===== src/rtl/adder_pkg.sv =====
// Shared types and default sizes for the registered adder/accumulator.
package adder_pkg;

   typedef enum logic {
      MODE_ADD = 1'b0,
      MODE_ACC = 1'b1
   } mode_e;

   localparam int ADDER_WIDTH_DEF = 4;
   localparam int ADDER_CNT_W_DEF = 8;

endpackage


===== src/rtl/adder_core.sv =====
// Combinational WIDTH-bit adder producing {carry, result}.
// With ADDER_ACCUM_SAT_EN defined an overflowing sum saturates to all ones.
module adder_core #(
   parameter int WIDTH = 4
) (
   input  logic [WIDTH-1:0] x,
   input  logic [WIDTH-1:0] y,
   output logic [WIDTH-1:0] result,
   output logic             carry
);

   logic [WIDTH:0] full_sum;

   always_comb begin
      full_sum = {1'b0, x} + {1'b0, y};
      carry    = full_sum[WIDTH];
`ifdef ADDER_ACCUM_SAT_EN
      result   = full_sum[WIDTH] ? {WIDTH{1'b1}} : full_sum[WIDTH-1:0];
`else
      result   = full_sum[WIDTH-1:0];
`endif
   end

endmodule


===== src/rtl/adder_accum_pipe.sv =====
// Registered adder/accumulator with one output stage and valid/ready on both sides.
// Optional saturation: define ADDER_ACCUM_SAT_EN (see adder_core).
module adder_accum_pipe
   import adder_pkg::*;
#(
   parameter int WIDTH = ADDER_WIDTH_DEF,
   parameter int CNT_W = ADDER_CNT_W_DEF
) (
   input  logic             clk,
   input  logic             rst_n,
   input  logic             in_valid,
   output logic             in_ready,
   input  mode_e            mode,
   input  logic             clr,
   input  logic [WIDTH-1:0] a,
   input  logic [WIDTH-1:0] b,
   output logic             out_valid,
   input  logic             out_ready,
   output logic [WIDTH-1:0] sum,
   output logic             carry,
   output logic [CNT_W-1:0] txn_cnt
);

   // Handshake: a beat transfers on a cycle where valid && ready are both high at the
   // rising edge; valid never waits on ready, and a stalled result holds every output
   // register until the consumer raises out_ready.
   logic             out_valid_q, out_valid_d;
   logic [WIDTH-1:0] sum_q, sum_d;
   logic             carry_q, carry_d;
   logic [WIDTH-1:0] acc_q, acc_d;
   logic [CNT_W-1:0] txn_cnt_q, txn_cnt_d;

   logic             accept;
   logic [WIDTH-1:0] acc_base;
   logic [WIDTH-1:0] op_y;
   logic [WIDTH-1:0] core_result;
   logic             core_carry;

   assign in_ready = !out_valid_q || out_ready;
   assign accept   = in_valid && in_ready;

   // Clear takes effect before the accumulate so clr+accept starts from zero.
   assign acc_base = clr ? '0 : acc_q;
   assign op_y     = (mode == MODE_ACC) ? acc_base : b;

   adder_core #(
      .WIDTH (WIDTH)
   ) u_core (
      .x      (a),
      .y      (op_y),
      .result (core_result),
      .carry  (core_carry)
   );

   always_comb begin
      out_valid_d = out_valid_q;
      sum_d       = sum_q;
      carry_d     = carry_q;
      acc_d       = acc_base;
      txn_cnt_d   = txn_cnt_q;
      if (accept) begin
         out_valid_d = 1'b1;
         sum_d       = core_result;
         carry_d     = core_carry;
         txn_cnt_d   = txn_cnt_q + CNT_W'(1);
         if (mode == MODE_ACC) begin
            acc_d = core_result;
         end
      end else if (out_ready) begin
         out_valid_d = 1'b0;
      end
   end

   always_ff @(posedge clk or negedge rst_n) begin
      if (!rst_n) begin
         out_valid_q <= 1'b0;
         sum_q       <= '0;
         carry_q     <= 1'b0;
         acc_q       <= '0;
         txn_cnt_q   <= '0;
      end else begin
         out_valid_q <= out_valid_d;
         sum_q       <= sum_d;
         carry_q     <= carry_d;
         acc_q       <= acc_d;
         txn_cnt_q   <= txn_cnt_d;
      end
   end

   assign out_valid = out_valid_q;
   assign sum       = sum_q;
   assign carry     = carry_q;
   assign txn_cnt   = txn_cnt_q;

endmodule

===== config.mk =====
export PLATFORM = sky130hd
export DESIGN_NAME = adder_accum_pipe
export DESIGN_NICKNAME = d
export VERILOG_FILES = /design/src/rtl/adder_pkg.sv /design/src/rtl/adder_core.sv /design/src/rtl/adder_accum_pipe.sv
export SDC_FILE = /design/constraint.sdc
export NUM_CORES = 1
export LEC_CHECK = 0
export ABC_AREA = 1
export BUFFER_PORTS_ARGS = -buffer_cell sky130_fd_sc_hd__buf_2
export CORE_MARGIN = 2
export CORE_UTILIZATION = 45
export DETAILED_ROUTE_END_ITERATION = 10
export HOLD_SLACK_MARGIN = 0.02
export PLACE_DENSITY = 0.71
export RECOVER_POWER = 50
export SYNTH_ARGS = -nofsm -noshare
export SYNTH_HDL_FRONTEND = slang
export SYNTH_SLANG_ARGS = --single-unit

===== constraint.sdc =====
create_clock -name clk -period 3.01 [get_ports clk]
set_input_delay 0.1505 -clock clk [delete_from_list [all_inputs] [get_ports clk]]
set_output_delay 0.1505 -clock clk [all_outputs]
set_load 0.005 [all_outputs]

==> results.txt, run 1 <==
The run finished with clean final reports. The count of endpoints failing hold in the final timing report came out at 0. Yosys printed 0 warnings.

The switching component of the power came out at 251 uW. The critical path arrival is 1.75 ns. The final count of pins violating max slew came out at 0. Setup repair after global routing left no endpoint under its margin. The sequential standard cell area came out at 450 um2. For this run, design rule violations remaining after detail routing come to 0. In this run the vertical extent of the chip is 51.5 um. The count of buffers added by post-CTS timing repair for setup is 0. The mean routed wirelength per cell is 10.1 um.

After filler insertion, the fill cell instance count of the layout stands at 230. The worst register-to-register path begins at acc_q[0]. In the routed layout, each cell is associated on average with a via count of 4.72.

For this block, the initial DRC count from the detailed router was 19. The post-synth net total is 151. The launch instance of the worst min-delay path is in_valid. Among all stages on the critical path, the largest delay is contributed by sky130_fd_sc_hd__fa_1.

The area growth from synthesis to layout is 20.5%. The count of buffer and inverter cells on the critical path is 1. The register bit total from synthesis came out at 18. The library cell used most frequently in the layout, excluding fill and tap cells, is sky130_fd_sc_hd__nand2_1. The combinational share of power is 0.304.

The minimum clock period is 1.56 ns. The cell count of the worst reg-to-reg path came out at 9. The number of iterations in the first detailed-routing pass is 4.

The clock skew after layout came out at 0.00775 ns. The slack of the worst reg-to-reg path came out at 1.45 ns. The number of nets in the final layout came out at 184. After synthesis, the mean cell area works out to 7.74 um2.

The number of clock sinks is 18. The horizontal extent of the die came out at 51.5 um. CTS placed an instance of sky130_fd_sc_hd__clkbuf_4 at the clock tree root. The final sum of negative setup slack is 0 ns.

The starting density of the core is 0.467. The multi-input logic area came out at 493 um2. In this run the cell area of the synthesized design comes to 1010 um2. The switching share of power came out at 0.348. The ratio of cells with drive above 1 in the final layout is 0.221. The leakage dissipation came out at 0.000663 uW.

The design area is 1220 um2. In this run the number of H-tree levels came out at 1. The critical path start-end classification is flop to flop. The share of total power dissipated in the clock network is 0.204.

The origin of the worst setup path is acc_q[0]. The total power of the final layout is 720 uW. The worst IR drop on VDD is 0.253 mV. Routability-driven placement finished with a final weighted congestion of 0.771. The largest fanout on the critical path came out at 2.

The die covers 2650 um2. The endpoint identified for the worst register-to-register timing path is acc_q[2]. The total of endpoints with negative setup slack in the final report came out at 0. In this run the count of I/O pins placed on the die edge is 29. The portion of the post-synthesis area used by sequential elements came out at 0.444. Once placement completed, the tool counted placed cells totaling 186. The clock latency of the later-clocked register in the worst-skew pair came out at 0.29 ns.

The total of buffers placed on input and output ports is 28. The synthesized instance count is 131. The longest clock path from root to sink contains 2 buffers.

For this design the ratio of total power to cell area is 590 nW/um2. The period utilization is 0.518. The top cell types in the final layout, fill and taps aside, are 54 x sky130_fd_sc_hd__nand2_1, 25 x sky130_fd_sc_hd__buf_2, 18 x sky130_fd_sc_hd__dfrtp_1. The largest net degree at the start of global routing is 19.

The final cell count without fillers came out at 191. The critical path goes through inv_1 > nor2_1 > nand2_1 > nand2_1 > ha_1 > fa_1 > xor2_1 > nand2_1 > o21ai_1. The combined global-route utilization of all metal layers is 0.164. Cell internal power was estimated by the tool at 469 uW.

The worst-margin pin slew is 0.979 ns. The core box area came out at 2170 um2. TritonCTS built the clock tree.

Measured against its own limit, the worst slew margin works out to 0.347. The total number of vias is 902. The cell that appears most often on the critical path is sky130_fd_sc_hd__nand2_1. The via count of the first global-routing pass is 837. The post-CTS clock slew at the launch and capture registers of the worst setup and hold paths came out at 0.11 ns. The peak clock frequency supported by timing is 0.641 GHz. Along the worst hold path, the cell count comes to 3.

The remaining number of nets flagged by the antenna check after routing came out at 0. The number of antenna violations at the first check in global routing came out at 0. The number of distinct library cell variants in the gate-level netlist after synthesis came out at 19.

The global-route wire length before repair came out at 3.30 mm. The fraction of power consumed by sequential logic came out at 0.492. The repair_antennas step left the layout with diodes totalling 0. The worst setup path is captured at a flop.

The terminating pin of the worst hold path is out_valid. The total wire length after detailed routing is 1.93 mm. The final HPWL from detailed placement came out at 1.53 mm.

The worst hold path belongs to the class input port to flop. The maximum cell stage delay along the critical path came out at 0.40 ns. The cell row count is 17. STA classifies the critical path startpoint as a flop. The number of CTS-inserted buffers came out at 3. The required time reported for the critical path endpoint is 3.20 ns. The total placed instance area is 1180 um2. Summed over all layers, the global routing overflow is 0. The category of cells accounting for the largest share of critical-path delay is adder cells. The number of max-cap violations is 0.
flip-flops by register name, indices dropped and copies added, names as in the netlist:
signal,flops
acc_q,4
out_valid,1
sum,4
carry,1
txn_cnt,8
layer usage:
| layer | up-vias | GRT usage | share of wire |
|---|---|---|---|
| li1 | 468 | - | - |
| met1 | 408 | 0.185 | 0.46 |
| met2 | 24 | 0.306 | 0.49 |
| met3 | 2 | 0.0117 | 0.042 |
| met4 | 0 | 0.0833 | 0.0099 |
| met5 | - | 0 | 0 |
repair_timing:
item	CTS	global route
hold endpoints to repair	18	0
hold buffers	1	0
setup endpoints to repair	0	0
resized for setup	0	0
power groups by stage:
stage / combinational (uW) / clock [uW] / sequential, uW
2_1_floorplan: 126 / 0 / 358
3_3_place_gp: 214 / 0 / 358
3_5_place_dp: 221 / 0 / 361
4_1_cts: 224 / 152 / 356
5_1_grt: 251 / 158 / 366
6_report: 219 / 147 / 355
worst max path at each step:
stage	to	slack, ns	depth (start not counted)
finish	acc_q[2]	1.45	9
global route	acc_q[3]	1.32	9
CTS	acc_q[3]	1.44	9
detailed placement	acc_q[2]	1.45	9
global placement	acc_q[2]	1.47	9
floorplan	acc_q[2]	1.52	9
synthesized netlist by cell type, drive strengths merged:
cell type / count / share of area
nor2: 10 / 0.044
dfrtp: 18 / 0.44
nand3b: 1 / 0.0074
xnor2: 1 / 0.0086
buf: 1 / 0.0074
fa: 1 / 0.020
ha: 5 / 0.062
nand3: 7 / 0.035
inv: 16 / 0.059
nand4: 1 / 0.0062
xor2: 3 / 0.026
nand2: 56 / 0.21
a21oi: 3 / 0.026
o21ai: 8 / 0.039
tightest hold or removal path, delay by kind of cell:
family,cells,cell delay [ns]
and+or+nand+nor,1,0.05
buffers and inverters,2,0.16
cell type report:
class | instances | share of cell area
multi-input combinational | 96 | 0.404
sequential | 18 | 0.369
timing repair buffer | 29 | 0.120
inverter | 16 | 0.0492
clock buffer | 4 | 0.0297
tap | 28 | 0.0287
through the flow:
stage	setup WS, ns	utilization	hold slack [ns]
floorplan	1.52	-	-0.145
global placement	1.47	0.544	0.102
detailed placement	1.45	0.544	0.102
CTS	1.44	0.566	0.0957
global route	1.32	0.563	0.111
finish	1.45	0.563	0.105
kinds of logic after synthesis:
| family | Yosys count | share of synthesized area |
|---|---|---|
| flip-flops | 18 | 0.444 |
| AND/OR/NAND/NOR | 75 | 0.307 |
| AO/OA/AOI/OAI | 11 | 0.0654 |
| buffers and inverters | 17 | 0.0667 |
| XOR/XNOR | 4 | 0.0346 |
| adder cells (fa/ha/maj) | 6 | 0.0815 |
Note: power is estimated with default switching activity, not from simulation.
==> run 2: changes to the inputs <==
==> constraint.sdc (replaced) <==
create_clock -name clk -period 1.5 [get_ports clk]
set_input_delay 0.075 -clock clk [delete_from_list [all_inputs] [get_ports clk]]
set_output_delay 0.075 -clock clk [all_outputs]
set_load 0.005 [all_outputs]
==> results.txt, run 2 (synthesis gave the netlist of run 1 again) <==
The power density over the cells is 1150 nW/um2 (+95%). TritonCTS built the clock tree. The number of nets in the final layout is 186 (+1.1%).

The post-CTS clock slew at the launch and capture registers of the worst setup and hold paths came out at 0.10 ns (about the same). The ratio of cells with drive above 1 in the final layout came out at 0.309 (+0.0882). The peak clock frequency supported by timing is 0.659 GHz (+2.7%).

The maximum cell stage delay along the critical path is 0.37 ns (-0.03 ns). In this run the critical register-to-register path is launched from acc_q[0]. The final sum of negative setup slack came out at -0.0180 ns (-0.0180 ns).

The full die area came out at 2650 um2 (unchanged). The CTS H-tree depth came out at 1 (unchanged). The root buffer cell chosen for the clock tree is sky130_fd_sc_hd__clkbuf_4.

Grouping stages by cell kind, the critical path spends the most delay in adder cells. The remaining global-route overflow came out at 0 (unchanged). The clock skew after layout is 0.00335 ns (-0.00440 ns). The routed length on met3 came out at 87 um (+7.4%). The core box area came to 2170 um2 (unchanged). The minimum clock period was 1.52 ns (-0.0409 ns). The flip-flop count of the largest register, all copies and words added is 8 (unchanged). The clock latency of the later-clocked register in the worst-skew pair is 0.28 ns (about the same). The slack of the worst reg-to-reg path was -0.02 ns (-1.47 ns).

The flow ran to the end, but the final reports show violations. The final-layout fill cell count is 212 (-7.8%). The largest fanout on the critical path was 2 (unchanged). The cell row count came out at 17 (unchanged). The diode insertion count for antenna repair is 0 (unchanged). The routed metal-1 wire length is 878 um (-0.68%).

The mean number of vias per cell is 4.74 (+0.28%). The slowest stage of the critical path is the sky130_fd_sc_hd__dfrtp_1 cell. The count of buffer and inverter cells on the critical path came out at 1 (unchanged). The residual DRC count came out at 0 (unchanged). The largest net degree at the start of global routing is 19 (unchanged). The library cell used most frequently in the layout, excluding fill and tap cells, is sky130_fd_sc_hd__nand2_1.

Traced cell by cell, the critical path runs through inv_1 > nor2_2 > nand2_1 > nand2_1 > ha_2 > fa_2 > xor2_2 > nand2_1 > o21ai_1. The count of endpoints failing hold in the final timing report was 0 (unchanged). The number of clock sinks is 18 (unchanged). The terminating pin of the worst hold path is out_valid.

The total placed instance area is 1200 um2 (+1.3%). The critical path arrival is 1.70 ns (-0.05 ns). The number of buffers between clock root and the deepest sink came out at 2 (unchanged). The leakage dissipation came out at 0.000682 uW (+2.8%). The final estimated routing congestion in global placement came out at 0.770 (-0.12%). The via count of the first global-routing pass was 851 (+1.7%).

The design area is 1290 um2 (+5.7%). The global-route wire length before repair is 3.35 mm (+1.7%). The period utilization is 1.01 (+0.494). The worst-margin pin slew came out at 0.946 ns (-0.0337 ns). The nature of the critical path startpoint is a flop. Among the stages of the critical path, the cell type that occurs most often is sky130_fd_sc_hd__nand2_1.

The final reports fail on negative setup slack. The number of antenna violations at the first check in global routing came out at 0 (unchanged). The count of boundary I/O pins is 29 (unchanged).

The end-of-flow core utilization is 0.595 (+0.0323). The total wire length after detailed routing came to 2.06 mm (+7.1%). The final cell count without fillers is 193 (+1.0%).

The total of buffers placed on input and output ports came out at 28 (unchanged). The horizontal extent of the die is 51.5 um (unchanged). The DRC violation total after the first TritonRoute iteration came to 4 (-15). The cell count of the worst reg-to-reg path is 9 (unchanged). The normalized max-slew margin is 0.370 (+0.0225). The final HPWL from detailed placement is 1.54 mm (+0.48%). The critical path start-end classification is flop to flop.

The remaining number of nets flagged by the antenna check after routing was 0 (unchanged). The synthesis-to-finish area growth is 27.4%. The worst IR drop on VDD came out at 0.507 mV (+100%).

The post-layout worst setup margin is -0.0180 ns (-1.47 ns). The number of placed instances, taps included came to 188 (+1.1%). The mean routed wirelength per cell came out at 10.7 um (+6.0%). The total of endpoints with negative setup slack in the final report came to 1 (+1). The starting density of the core came out at 0.467 (unchanged). The number of max-cap violations is 0 (unchanged). The combined global-route utilization of all metal layers came out at 0.170 (+0.00619). The total number of vias is 914 (+1.3%). Leaving out fill and tap cells, the most frequent cells in the layout are 53 x sky130_fd_sc_hd__nand2_1, 27 x sky130_fd_sc_hd__buf_2, 18 x sky130_fd_sc_hd__dfrtp_1.

The number of iterations in the first detailed-routing pass is 4 (unchanged). The instance count along the most critical hold path came out at 3 (unchanged). The required time reported for the critical path endpoint is 1.68 ns (-1.52 ns). The startpoint identified for the worst hold timing path is in_valid.

The final count of pins violating max slew came out at 0 (unchanged). The die span in y came out at 51.5 um (unchanged). The total met2 wirelength after detailed routing is 1.07 mm (+14%). Setup repair after global routing could not meet its margin everywhere. The number of CTS-inserted buffers came out at 3 (unchanged). The path class of the lowest-slack min-delay path is input port to flop.

The worst register-to-register path ends at acc_q[2]. STA classifies the critical path endpoint as a flop. The uppermost signal routing layer after detailed routing is met4.
[run 2: how the worst max path moves through the flow]
stage / endpoint / cells after the start / slack (ns) / startpoint
global placement: acc_q[2] / 9 / -0.04 / acc_q[0]
detailed placement: acc_q[2] / 9 / -0.08 / acc_q[0]
floorplan: acc_q[2] / 9 / 0.01 / acc_q[0]
global route: acc_q[2] / 9 / -0.08 / acc_q[0]
CTS: sum[1] / 8 / -0.006 / acc_q[0]
finish: acc_q[2] / 9 / -0.02 / acc_q[0]
[run 2: cell type report]
| type | count | area, um2 | area share |
|---|---|---|---|
| multi-input combinational | 96 | 546 | 0.422 |
| sequential | 18 | 450 | 0.349 |
| timing repair buffer | 31 | 164 | 0.127 |
| inverter | 16 | 60.1 | 0.0465 |
| clock buffer | 4 | 36.3 | 0.0281 |
| tap | 28 | 35.0 | 0.0271 |
[run 2: power breakdown]
part | total [uW] | switching, uW | leakage (uW) | internal [uW]
combinational | 477 | 256 | 0.000432 | 221
clock | 293 | 145 | 0.0000210 | 148
sequential | 716 | 118 | 0.000228 | 598
[run 2: tightest hold or removal path: stages]
cell,delay (ns)
sky130_fd_sc_hd__buf_2,0.11
sky130_fd_sc_hd__inv_2,0.05
sky130_fd_sc_hd__nand2_1,0.05
[run 2: per-stage QoR]
stage	hold WS [ns]	setup WS, ns	total power, uW
3_3_place_gp	0.0273	-0.0388	1150
5_1_grt	0.0396	-0.0752	1610
3_5_place_dp	0.0279	-0.0806	1180
4_1_cts	0.0232	-0.00618	1470
2_1_floorplan	-0.221	0.0103	972
6_report	0.0303	-0.0180	1490
[run 2: timing repair]
item,CTS,global route
gates cloned,0,0
endpoints found under the hold margin,18,0
endpoints found under the setup margin,6,7
pin swaps,3,8
setup buffers,0,0
resized for setup,5,9
hold buffers,1,0
[run 2: routing by layer]
layer	track usage	vias up
met5	0	-
met2	0.316	24
met4	0.101	0
met1	0.188	419
met3	0.00877	2
li1	-	469
==> run 3: changes to the inputs <==
--- a/config.mk
+++ b/config.mk
@@ -8,10 +8,10 @@
 export ABC_AREA = 1
 export BUFFER_PORTS_ARGS = -buffer_cell sky130_fd_sc_hd__buf_2
 export CORE_MARGIN = 2
-export CORE_UTILIZATION = 45
+export CORE_UTILIZATION = 50
 export DETAILED_ROUTE_END_ITERATION = 10
 export HOLD_SLACK_MARGIN = 0.02
-export PLACE_DENSITY = 0.71
+export PLACE_DENSITY = 0.77
 export RECOVER_POWER = 50
 export SYNTH_ARGS = -nofsm -noshare
 export SYNTH_HDL_FRONTEND = slang
==> results.txt, run 3 (synthesis gave the netlist of run 1 again) <==
The worst IR drop on VDD came out at 0.776 mV (+53%). The diode insertion count for antenna repair came out at 0 (unchanged). The cell row count is 16 (-1). The critical path arrival was 1.71 ns (about the same). The total power of the final layout was 1430 uW (-3.7%).

The worst-margin pin slew was 0.981 ns (+0.0359 ns). Leaving out fill and tap cells, the most frequent cell in the layout is sky130_fd_sc_hd__nand2_1. The count of boundary I/O pins came out at 29 (unchanged). The largest net degree at the start of global routing came out at 19 (unchanged). The cell count of the worst reg-to-reg path is 9 (unchanged). The final sum of negative setup slack came out at -0.0426 ns (-0.0246 ns). The total number of vias is 936 (+2.4%).

The internal power came out at 904 uW (-6.4%). The remaining global-route overflow came out at 0 (unchanged). The required time reported for the critical path endpoint is 1.69 ns (about the same). Setup repair after global routing could not meet its margin everywhere. The combinational share of power came out at 0.329 (+0.008).

The starting density of the core is 0.522 (+0.0548). The clock skew after layout came out at 0.00262 ns (-0.000728 ns). The fraction of power consumed by sequential logic came to 0.504 (+0.022).

The clock latency of the later-clocked register in the worst-skew pair came to 0.29 ns (about the same). STA classifies the critical path startpoint as a flop. The number of CTS-inserted buffers came out at 3 (unchanged). The worst hold path begins at out_ready.

The switching share of power is 0.368 (+0.0181). The global-route wire length before repair is 3.66 mm (+9.2%). The mean number of vias per cell came to 4.85 (+2.4%).

The total of buffers placed on input and output ports came to 28 (unchanged). The period utilization is 1.01 (+0.00253). The mean routed wirelength per cell is 11.3 um (+5.9%). The final estimated routing congestion in global placement came out at 0.902 (+17%). The peak clock frequency supported by timing is 0.657 GHz (-0.25%). The core box area came out at 1940 um2 (-10%).

The number of iterations in the first detailed-routing pass is 4 (unchanged). TritonCTS built the clock tree. The switching component of the power is 526 uW (+1.3%). The total wire length after detailed routing is 2.19 mm (+5.9%). The count of endpoints failing hold in the final timing report came out at 0 (unchanged). The flip-flop count of the largest register, all copies and words added is 8 (unchanged). The post-CTS clock slew at the launch and capture registers of the worst setup and hold paths came to 0.10 ns (about the same). The final reports fail on negative setup slack.

The via count of the first global-routing pass is 843 (-0.94%). The minimum clock period is 1.52 ns (+0.00379 ns). The run finished, with violations left. The minimum setup slack after placement is -0.0511 ns (+0.0295 ns). The remaining number of nets flagged by the antenna check after routing came out at 0 (unchanged).

The final HPWL from detailed placement is 1.54 mm (-0.15%). The full die area came out at 2400 um2 (-9.2%). The origin of the worst setup path is acc_q[0].

The final hold slack came to 0.0901 ns (+0.0598 ns). The critical path is of the flop to flop type. The number of clock sinks came to 18 (unchanged).

The largest fanout on the critical path is 2 (unchanged). The normalized max-slew margin came out at 0.346 (-0.0239). The number of max-cap violations came to 0 (unchanged).

Relative to the synthesized area, the layout overhead comes to 24.7%. The worst setup path is captured at a flop. The leakage dissipation came out at 0.000673 uW (-1.3%). In this run the worst hold path is classified as input port to flop. The worst reg2reg path endpoint is acc_q[2]. The final-layout fill cell count came to 181 (-15%). The power share of the clock group came to 0.167 (-0.030). The number of buffers between clock root and the deepest sink was 2 (unchanged).

The horizontal extent of the die is 49.0 um (-4.7%). The ratio of cells with drive above 1 in the final layout is 0.277 (-0.0320). The total of endpoints with negative setup slack in the final report came out at 3 (+2). Clock tree synthesis selected as its root buffer the cell sky130_fd_sc_hd__clkbuf_4.

The CTS H-tree depth is 1 (unchanged). The residual DRC count is 0 (unchanged). The power density over the cells came out at 1130 nW/um2 (-1.6%). The endpoint of the most critical setup path is acc_q[2]. The final count of pins violating max slew came out at 0 (unchanged). The end-of-flow core utilization is 0.651 (+0.0556). The slack of the worst reg-to-reg path is -0.02 ns (about the same). The DRC violation total after the first TritonRoute iteration came to 17 (+13). The die span in y came to 49.0 um (-4.7%).

The launch instance of the worst register-to-register path is acc_q[0]. The number of antenna violations at the first check in global routing was 0 (unchanged). The post-layout worst setup margin is -0.0218 ns (-0.00379 ns). In the layout the commonest cells are 53 x sky130_fd_sc_hd__nand2_1, 25 x sky130_fd_sc_hd__buf_2, 18 x sky130_fd_sc_hd__dfrtp_1. The combined global-route utilization of all metal layers came out at 0.200 (+0.0301). The instance count along the most critical hold path came to 4 (+1). The number of nets in the final layout came out at 188 (+1.1%).
[run 3: cell types whose count changed in the layout (fill, tap and decap cells not counted)]
cell                            delta
sky130_fd_sc_hd__a21oi_2           +1
sky130_fd_sc_hd__a21oi_4           -1
sky130_fd_sc_hd__buf_2             -2
sky130_fd_sc_hd__buf_4             +1
sky130_fd_sc_hd__clkbuf_1          +2
sky130_fd_sc_hd__clkbuf_8          -1
sky130_fd_sc_hd__dlygate4sd3_1     +1
sky130_fd_sc_hd__ha_1              +1
sky130_fd_sc_hd__ha_4              -1
sky130_fd_sc_hd__o21ai_1           +2
sky130_fd_sc_hd__o21ai_2           -2
[run 3: repair_timing]
action / CTS / global route
hold buffers: 2 / 0
pin swaps: 4 / 3
hold endpoints to repair: 19 / 0
setup buffers: 0 / 2
setup endpoints to repair: 6 / 7
resized for setup: 5 / 4
[run 3: final cells by class]
cell class / instances / area (um2) / share of cell area
inverters: 16 / 60.1 / 0.0475
multi-input cells: 96 / 518 / 0.410
repair buffers: 33 / 179 / 0.142
flip-flops and latches: 18 / 450 / 0.356
clock buffers: 3 / 22.5 / 0.0178
well taps: 27 / 33.8 / 0.0267
[run 3: power groups by stage]
stage / registers (uW) / clock network [uW] / logic (uW)
floorplan: 718 / 0 / 254
global placement: 719 / 0 / 432
detailed placement: 727 / 0 / 446
CTS: 717 / 248 / 459
global route: 738 / 269 / 531
finish: 720 / 239 / 470
[run 3: worst min-delay path by stage]
stage,end
finish,out_valid
global route,out_valid
CTS,acc_q[3]
detailed placement,sum[0]
global placement,acc_q[1]
floorplan,acc_q[0]
[run 3: worst max-delay path, cell delays in order (launching register included)]
cell	delay, ns
sky130_fd_sc_hd__dfrtp_1	0.37
sky130_fd_sc_hd__inv_1	0.06
sky130_fd_sc_hd__nor2_2	0.04
sky130_fd_sc_hd__nand2_1	0.05
sky130_fd_sc_hd__nand2_1	0.05
sky130_fd_sc_hd__ha_2	0.18
sky130_fd_sc_hd__fa_2	0.37
sky130_fd_sc_hd__xor2_2	0.19
sky130_fd_sc_hd__nand2_1	0.06
sky130_fd_sc_hd__o21ai_1	0.05
[run 3: per-layer routing]
| layer | vias to the layer above | global-route usage | part of all wire |
|---|---|---|---|
| li1 | 474 | - | - |
| met1 | 426 | 0.270 | 0.46 |
| met2 | 31 | 0.308 | 0.48 |
| met3 | 5 | 0.0307 | 0.038 |
| met4 | 0 | 0.114 | 0.023 |
| met5 | - | 0 | 0 |
[run 3: through the flow]
step | area (um2) | std cells
detailed placement | 1190 | 186
global route | 1260 | 193
finish | 1260 | 193
floorplan | 1010 | 131
CTS | 1240 | 191
global placement | 1190 | 186
